--- src/rtl/inst_prefetch_queue.sv ---
// Instruction prefetch queue: ROM fetch into a DEPTH-entry FIFO, head presented to the core via valid/ready.
// Latency: a fetched word is visible on o_valid one cycle after o_rom_ce; a redirect target appears two cycles after flush.
// Backpressure: fetching stops while the registered count is full; i_ready never reaches o_rom_ce. Optional stats: PREFETCH_STATS_EN.
module inst_prefetch_queue #(
    parameter int          DEPTH    = 4,
    parameter logic [31:0] RESET_PC = 32'h0000_0000,
    parameter int          PC_STEP  = 4
) (
    input  logic                     clk,
    input  logic                     rst,
    output logic                     o_rom_ce,
    output logic [31:0]              o_rom_addr,
    input  logic [31:0]              i_rom_data,
    output logic                     o_valid,
    input  logic                     i_ready,
    output logic [31:0]              o_inst,
    output logic [31:0]              o_pc,
    input  logic                     i_flush,
    input  logic [31:0]              i_flush_pc,
    output logic [$clog2(DEPTH):0]   o_count
`ifdef PREFETCH_STATS_EN
    ,
    output logic [31:0]              o_fetch_cnt,
    output logic [15:0]              o_flush_cnt
`endif
);
    localparam int AW = $clog2(DEPTH);
    localparam int CW = AW + 1;

    logic [31:0]   mem_inst [DEPTH];
    logic [31:0]   mem_pc   [DEPTH];
    logic [AW-1:0] wr_ptr;
    logic [AW-1:0] rd_ptr;
    logic [CW-1:0] count;
    logic [31:0]   fetch_pc;
    logic          rst_q;
    logic          push;
    logic          pop;

    // Fetch gating uses only registered state so the core's ready has no path to the ROM.
    assign o_rom_ce   = !rst_q && (count < CW'(DEPTH)) && !i_flush;
    assign o_rom_addr = fetch_pc;
    assign push       = o_rom_ce;
    assign o_valid    = (count != '0);
    assign pop        = o_valid && i_ready;
    assign o_inst     = o_valid ? mem_inst[rd_ptr] : '0;
    assign o_pc       = o_valid ? mem_pc[rd_ptr]   : '0;
    assign o_count    = count;

    always_ff @(posedge clk) begin
        rst_q <= rst;
        if (rst) begin
            wr_ptr   <= '0;
            rd_ptr   <= '0;
            count    <= '0;
            fetch_pc <= RESET_PC;
        end else if (i_flush) begin
            wr_ptr   <= '0;
            rd_ptr   <= '0;
            count    <= '0;
            fetch_pc <= i_flush_pc;
        end else begin
            if (push) begin
                wr_ptr   <= wr_ptr + AW'(1);
                fetch_pc <= fetch_pc + 32'(PC_STEP);
            end
            if (pop) begin
                rd_ptr <= rd_ptr + AW'(1);
            end
            if (push && !pop) begin
                count <= count + CW'(1);
            end else if (!push && pop) begin
                count <= count - CW'(1);
            end
        end
    end

    always_ff @(posedge clk) begin
        if (push && !rst) begin
            mem_inst[wr_ptr] <= i_rom_data;
            mem_pc[wr_ptr]   <= fetch_pc;
        end
    end

`ifdef PREFETCH_STATS_EN
    always_ff @(posedge clk) begin
        if (rst) begin
            o_fetch_cnt <= '0;
            o_flush_cnt <= '0;
        end else begin
            if (push) begin
                o_fetch_cnt <= o_fetch_cnt + 32'd1;
            end
            if (i_flush && (o_flush_cnt != 16'hFFFF)) begin
                o_flush_cnt <= o_flush_cnt + 16'd1;
            end
        end
    end
`endif

endmodule

--- config.mk ---
export PLATFORM = sky130hd
export DESIGN_NAME = inst_prefetch_queue
export DESIGN_NICKNAME = d
export VERILOG_FILES = /design/src/rtl/inst_prefetch_queue.sv
export SDC_FILE = /design/constraint.sdc
export NUM_CORES = 1
export LEC_CHECK = 0
export ABC_AREA = 1
export CORE_MARGIN = 2
export CORE_UTILIZATION = 50
export DETAILED_ROUTE_END_ITERATION = 10
export PLACE_DENSITY = 0.85
export SYNTH_ARGS = -nofsm -noshare
export SYNTH_HDL_FRONTEND = slang
export SYNTH_SLANG_ARGS = --single-unit
--- constraint.sdc ---
create_clock -name clk -period 9.9 [get_ports clk]
set_clock_uncertainty 0.05 [all_clocks]
set_input_delay 1.98 -clock clk [delete_from_list [all_inputs] [get_ports clk]]
set_output_delay 1.98 -clock clk [all_outputs]
set_load 0.01 [all_outputs]
# Word level (Yosys, flattened, before mapping)
# Memories as Yosys holds them, arrays and structs flattened. A register that Yosys moved wholly into a read port is not among the register bits.
# Index checks and enable logic that the tools add are counted.
[classes] n_div=0 n_lt_le_gt_ge=1 addsub=5 n_shift=0 n_mux=12 n_eq_ne=0 n_bitwise=0 multipliers=0 reduce_logical=15
[ops] operator="2-to-1 mux 32 bit" count=4
[ops] operator="adder 32 x 3 -> 32 bit (second input constant)" count=1
[ops] operator="2-to-1 mux 2 bit" count=4
[ops] operator="logical AND 1 bit" count=6
[ops] operator="2-to-1 mux 3 bit" count=2
[ops] operator="zero test 1 bit" count=5
[ops] operator="adder 2 x 1 -> 2 bit (second input constant)" count=2
[ops] operator="nonzero test 2 bit" count=2
[ops] operator="adder 3 x 1 -> 3 bit (second input constant)" count=1
[ops] operator="less-than comparator 3 bit (second input constant)" count=1
[ops] operator="nonzero test 3 bit" count=1
[ops] operator="subtractor 3 x 1 -> 3 bit (second input constant)" count=1
[ops] operator="2-to-1 mux 1 bit" count=2
[ops] operator="OR reduction 2 bit" count=1
[totals] inputBits=68 regBits=40 memories=2 mem_bits_ro=0 latch_bits=0 elab_cells=40 mem_bits_rw=256 out_inout_bits=101
[memory_table] name="mem_inst" depth=4 width=32 rd=1 rd_clocked_by_memory_dff=1 wr=1 line="30" rtl="logic [31:0] mem_inst [DEPTH];"
[memory_table] name="mem_pc" depth=4 width=32 rd=1 rd_clocked_by_memory_dff=1 wr=1 line="31" rtl="logic [31:0] mem_pc [DEPTH];"

# Logic depth before layout (Yosys ltp)
# Gate-level depths: netlist of run 1.
[logic_depth] ltp_word=7 depth_mapped=11 depth_no_buf=10

# Least setup slack after synthesis of run 1
# OpenSTA, ideal clock, no wires.
[synth_timing] path_kind="input -> register" from="in i_flush" to="mem mem_inst[0][0] (enable)" setup_ns=0.487 path_stages=4 required_time_ns=9.363 slack_ns=4.222 arrival_time_ns=5.141 path_cell_list="buf_2 nor2_4 nand2_1 nor2_1"
[synth_between] elab_chain_cells=5
[synth_rtl] element="start: declaration" line="18" rtl="input logic i_flush,"
[synth_rtl] element="zero test 1 bit" line="41" rtl="assign o_rom_ce = !rst_q && (count < CW'(DEPTH)) && !i_flush;"
[synth_rtl] element="logical AND 1 bit" line="41"
[synth_rtl] element="logical AND 1 bit" line="79" rtl="if (push && !rst) begin"
[synth_rtl] element="2-to-1 mux 1 bit" line="79"
[synth_rtl] element="2-to-1 mux 1 bit (implied by the code)" line="80" rtl="mem_inst[wr_ptr] <= i_rom_data;"
[synth_rtl] element="end: declaration" line="30"
# Every way passes these cells.

# Worst setup path after layout of run 1
[layout_timing] from="in i_flush" to="out o_rom_ce"
[layout_between] elab_chain_cells=2
[layout_rtl] element="zero test 1 bit" line="41"
[layout_rtl] element="logical AND 1 bit" line="41"
[layout_rtl] element="end: declaration" line="11" rtl="output logic o_rom_ce,"
# Every way passes these cells.

==> flow_summary.ini, run 1 <==
[critical_path]
critPathMaxStageDelay_ps = 1000
endpoint = o_rom_ce
cp-startpoint = i_flush
arrival_ps = 4660
critical_path.slowest_cell = nor2_2
crit_chain = clkdlybuf4s50_1, nor2_2, clkdlybuf4s50_1
worst-path-buf-inv = 2
rr_startpoint = o_count[2]
worstSetupPathType = primary input to primary output
critPathRequiredTime_ps = 7870
reg2regPathDepth = 11
crit_top_cell = clkdlybuf4s50_1
cp-start-kind = primary input
end_kind = primary output
crit_cells = 3
crit_family = buffers and inverters
cp_max_fo = 33
rrSetupSlack_ps = 7160
r2r-end = o_count[2]

[yosys]
syn-num-nets = 1275
syn_inst = 1200
seq_area_frac_synth_pct = 67.8
ys_warn_count = 0
ys_ff_latch = 298
syn_avg_cell_area_um2 = 10.5
netlist_area_mm2 = 0.0126
synthDistinctLibCells = 31

[cts]
cts_setup_buffers = 0
ctsResizeCount = 0
cts.sinks = 298
cts_tree = yes
cts-root-buf = clkbuf_16
numCtsBuffers = 30
cts.path.max_buffers = 3
clkTransAtPathRegs_ps = 60
clk_latency_ps = 530
htree_levels = 1
holdBufCountCts = 0

[power]
p_per_area_mw_per_mm2 = 178
vdd_drop_max_uv = 131
leakagePower_uw = 0.00533

[outcome]
status = finished, final reports clean

[cells_and_area]
nFillCells = 1902
fin_area_mm2 = 0.0155
n_antenna_cell = 0
nets = 1426
fin_util_pct = 62.0
area.growth.synth_to_final_pct = 23.1
drive_above_1_share_pct = 6.63

[floorplan]
start_util_pct = 50.4
core-area_mm2 = 0.0250
fp-row-count = 58
design.portCount = 169
die_h_um = 163
chipWidth_um = 163
dieArea_mm2 = 0.0264

[global_routing]
grt_max_degree = 95
grt_use_total_pct = 21.7
grt_first_pass_wirelength_um = 44900
overflow = 0
antenna_found_initial = 0
first_global_vias = 8846

[placement]
port_buffers = 168
gp_congestion = 0.877
dp_hpwl_um = 17000
dpl-instance-area_mm2 = 0.0145

[timing]
hold_slack_ps = 417
slew_viol_final = 0
max_clock_freq_ghz = 0.150
tightest_slew_ps = 1090
tns_ps = 0
slew_headroom_pct = 27.2
rsz0062_at_grt = false
period_minus_slack_ps = 6690
fin_crit_sh_pct = 67.5
hold_viol_final = 0
setup_viol = 0

[route]
drt_iter0_drc = 867
dr.pass1.iters = 5
dr_total_vias = 9270
vias_per_cell = 5.44
drc = 0
ant_nets = 0
wire_per_inst_um = 17.2
wirelength_um = 29300

[hold_path]
hold_path_startpoint = rd_ptr[1]
hold_path.class = register to register

[run]
cap_violations = 0
## layout by cell type (no fill, tap or decap), drive strengths merged, types with 4 or more instances in the layout
master,instances
a31oi,6
xor2,4
inv,64
buf,9
o21ai,167
nand3,30
nand2,145
a21oi,87
ha,6
clkdlybuf4s50,168
dfxtp,42
clkinv,11
nand4,4
clkbuf,38
edfxtp,256
nor2,318
## Yosys cell counts (all sizes together)
| master | count | area share [%] |
|---|---|---|
| clkbuf | 27 | 0.81 |
| nor3 | 3 | 0.21 |
| xor2 | 4 | 0.28 |
| o21ai | 167 | 6.6 |
| o21a | 1 | 0.060 |
| buf | 31 | 1.2 |
| dfxtp | 42 | 6.7 |
| or2 | 1 | 0.050 |
| inv | 65 | 1.9 |
| a21oi | 87 | 3.5 |
| nor2 | 318 | 10 |
| xnor2 | 3 | 0.21 |
| edfxtp | 256 | 61 |
| nand3 | 30 | 1.3 |
| nand4 | 4 | 0.20 |
| a22o | 2 | 0.14 |
| nand2 | 145 | 4.5 |
| ha | 6 | 0.60 |
| nand3b | 1 | 0.060 |
| a31oi | 6 | 0.30 |
| fa | 1 | 0.16 |
## layout make-up
type	instances	area [µm²]	area share (%)
inverters	65	245	1.58
flip-flops and latches	298	8530	55.1
repair buffers	177	1750	11.3
multi-input cells	779	3590	23.2
clock inverters	16	149	0.962
clock buffers	38	802	5.18
well taps	330	413	2.67
## per-layer routing
metal | GRT usage [%] | vias up | wire [µm] | part of all wire [%]
met4 | 5.79 | 0 | 477 | 1.6
met2 | 37.8 | 455 | 14300 | 49
met5 | 0 | - | 0 | 0
li1 | - | 4405 | - | -
met3 | 3.00 | 44 | 2620 | 8.9
met1 | 28.9 | 4366 | 12000 | 41
## power by group
| group | internal (µW) | switching [µW] |
|---|---|---|
| registers | 1390 | 31.2 |
| clock network | 645 | 430 |
| logic | 122 | 141 |
## worst min path at each step
stage / endpoint / slack, ps / cells after the start
detailed placement: register / 400 / 2
global route: register / 440 / 2
finish: register / 420 / 2
floorplan: register / 390 / 2
global placement: register / 390 / 2
CTS: register / 410 / 2
## stage by stage
stage / cells / power [µW] / setup WS (ps)
2_1_floorplan: 1200 / 1550 / 4220
3_3_place_gp: 1649 / 1700 / 3350
3_5_place_dp: 1649 / 1710 / 3260
4_1_cts: 1703 / 2780 / 3240
5_1_grt: 1703 / 2850 / 3020
6_report: 1703 / 2760 / 3210
## worst reg2reg max path, stage by stage, from the launching register on
cell and delay [ps]:
dfxtp_1 350, nor3_2 180, buf_4 680, nor2_1 240, inv_1 120, ha_1 140, inv_1 70, fa_1 380
a21oi_1 150, o21a_1 140, o21ai_0 70, a21oi_1 120
## state kept, by name (all words and copies together) (netlist names), named ones only
name	cells
mem_inst	128
rd_ptr	2
mem_pc	128
rst_q	1
o_count	3
wr_ptr	2
o_rom_addr	32
## logic make-up (layout without fill, tap and decap cells)
logic type      Yosys count  after routing  synth area share [%]
buf+inv                 123            296                  3.92
flops                   298            298                  67.8
fa+ha+maj                 7              7                 0.756
xor+xnor                  7              7                 0.488
compound gates          263            263                  10.6
simple gates            502            502                  16.4
Power figures use the tool's default switching activity.
==> inputs of run 2 (changes only) <==
PLACE_DENSITY = 0.88   (was 0.85)
clock period = 5.9 ns   (was 9.9 ns; I/O delays follow)
==> run 2 against run 1 <==
Global-route usage increased by 1.2 points. Non-clock buffer count is 4 higher. Sequential power increased by 68%. Via count grew 2.6%. Critical path type is now register to primary output. Worst setup slack got worse by 1700 ps.
==> flow_summary.ini, run 2 (synthesis results as in run 1) <==
[cells_and_area]
fin_area_mm2 = 0.0156
nets = 1430
drive_above_1_share_pct = 7.18
nFillCells = 1847
layout_commonest_cell = nor2_1
multi_input_area_mm2 = 0.00359
ff_latch_area_mm2 = 0.00853
n_antenna_cell = 0
final_cell_mix = nor2_1 (300), edfxtp_1 (256), clkdlybuf4s50_1 (168), o21ai_0 (162), nand2_1 (139)
area.growth.synth_to_final_pct = 23.9

[power]
power_frac_clock_pct = 40.6
p_sw_share_pct = 22.2
vdd_drop_max_uv = 240
p_per_area_mw_per_mm2 = 306
seqPwrFrac_pct = 50.1
combPwrFrac_pct = 9.3
fin_total_pwr_uw = 4770
leakagePower_uw = 0.00538
p_sw_uw = 1060
p_int_uw = 3710

[route]
vias_per_cell = 5.56
dr.pass1.iters = 5
wirelength_um = 30900
drt_iter0_drc = 936
ant_nets = 0
wire_per_inst_um = 18.1
dr_total_vias = 9508
drc = 0

[cts]
cts_tree = yes
cts-root-buf = clkbuf_16
clk_latency_ps = 550
ctsResizeCount = 0
cts.path.max_buffers = 3
htree_levels = 1
holdBufCountCts = 0
clkTransAtPathRegs_ps = 60
cts.sinks = 298
cts_setup_buffers = 0
numCtsBuffers = 30

[global_routing]
grt_use_total_pct = 23.0
antenna_found_initial = 0
grt_first_pass_wirelength_um = 47500
first_global_vias = 9468
grt_max_degree = 96
overflow = 0

[placement]
gp_congestion = 0.864
dp_hpwl_um = 18400
dp_worst_setup_slack_ps = 1750
dpl-instance-area_mm2 = 0.0146
port_buffers = 168

[timing]
rsz0062_at_grt = false
hold_viol_final = 0
layout_setup_ws_ps = 1470
setup_viol = 0
max_clock_freq_ghz = 0.226
slew_headroom_pct = 32.2
period_minus_slack_ps = 4430
tns_ps = 0
slew_viol_final = 0
fin_crit_sh_pct = 75.1
tightest_slew_ps = 1020
hold_slack_ps = 425

[critical_path]
endpoint = o_inst[5]
rr_startpoint = o_count[2]
cp-start-kind = register
rrSetupSlack_ps = 3170
r2r-end = o_count[2]
reg2regPathDepth = 11
worstSetupPathType = register to primary output
arrival_ps = 3200
cp_max_fo = 95
critPathRequiredTime_ps = 4670
end_kind = primary output

[hold_path]
hold_path.class = register to register
hold_path_startpoint = rd_ptr[1]

[floorplan]
fp-row-count = 58
dieArea_mm2 = 0.0264
die_h_um = 163
core-area_mm2 = 0.0250
design.portCount = 169
start_util_pct = 50.4
chipWidth_um = 163

[outcome]
status = finished, final reports clean

[run]
cap_violations = 0
run 2: cell count changes in the layout (fill, tap and decap cells not counted):
cell,change
buf_4,+4
clkinv_2,+2
clkinvlp_4,+2
clkbuf_1,-2
clkinvlp_2,-2
bufinv_16,+2
run 2: through the flow:
step           utilization [%]  cells
3_5_place_dp              58.3   1653
3_3_place_gp              58.3   1653
2_1_floorplan                -   1200
6_report                  62.4   1709
4_1_cts                   62.4   1709
5_1_grt                   62.4   1709
run 2: routing by layer:
layer	up-vias	global-route usage (%)	share of wire [%]
li1	4418	-	-
met1	4494	30.3	39
met2	527	39.3	48
met3	69	3.13	10
met4	0	8.09	3.0
met5	-	0	0
run 2: worst max-delay path: stages (launching register included):
cell	delay, ps
dfxtp_4	1000
buf_4	490
nor2_1	90
nor2_1	100
o21ai_0	110
a21oi_1	250
clkdlybuf4s50_1	580
run 2: power by group through the flow:
stage	clock [µW]	sequential [µW]	combinational, µW
after global placement	0	2430	430
final	1940	2390	443
after detailed placement	0	2430	440
after global routing	2040	2390	477
after CTS	1950	2390	444
after floorplan	0	2410	195
run 2: worst min-delay path by stage:
stage / slack, ps / to / cells past startpoint
6_report: 430 / register / 2
2_1_floorplan: 390 / register / 2
5_1_grt: 440 / register / 2
4_1_cts: 420 / register / 2
3_5_place_dp: 400 / register / 2
3_3_place_gp: 400 / register / 2
run 2: area by class of cell:
class | count | area share (%)
Sequential cell | 298 | 54.8
Multi-Input combinational cell | 779 | 23.0
Timing Repair Buffer | 181 | 11.4
Clock buffer | 36 | 5.10
Tap cell | 330 | 2.65
Inverter | 65 | 1.57
Clock inverter | 20 | 1.44
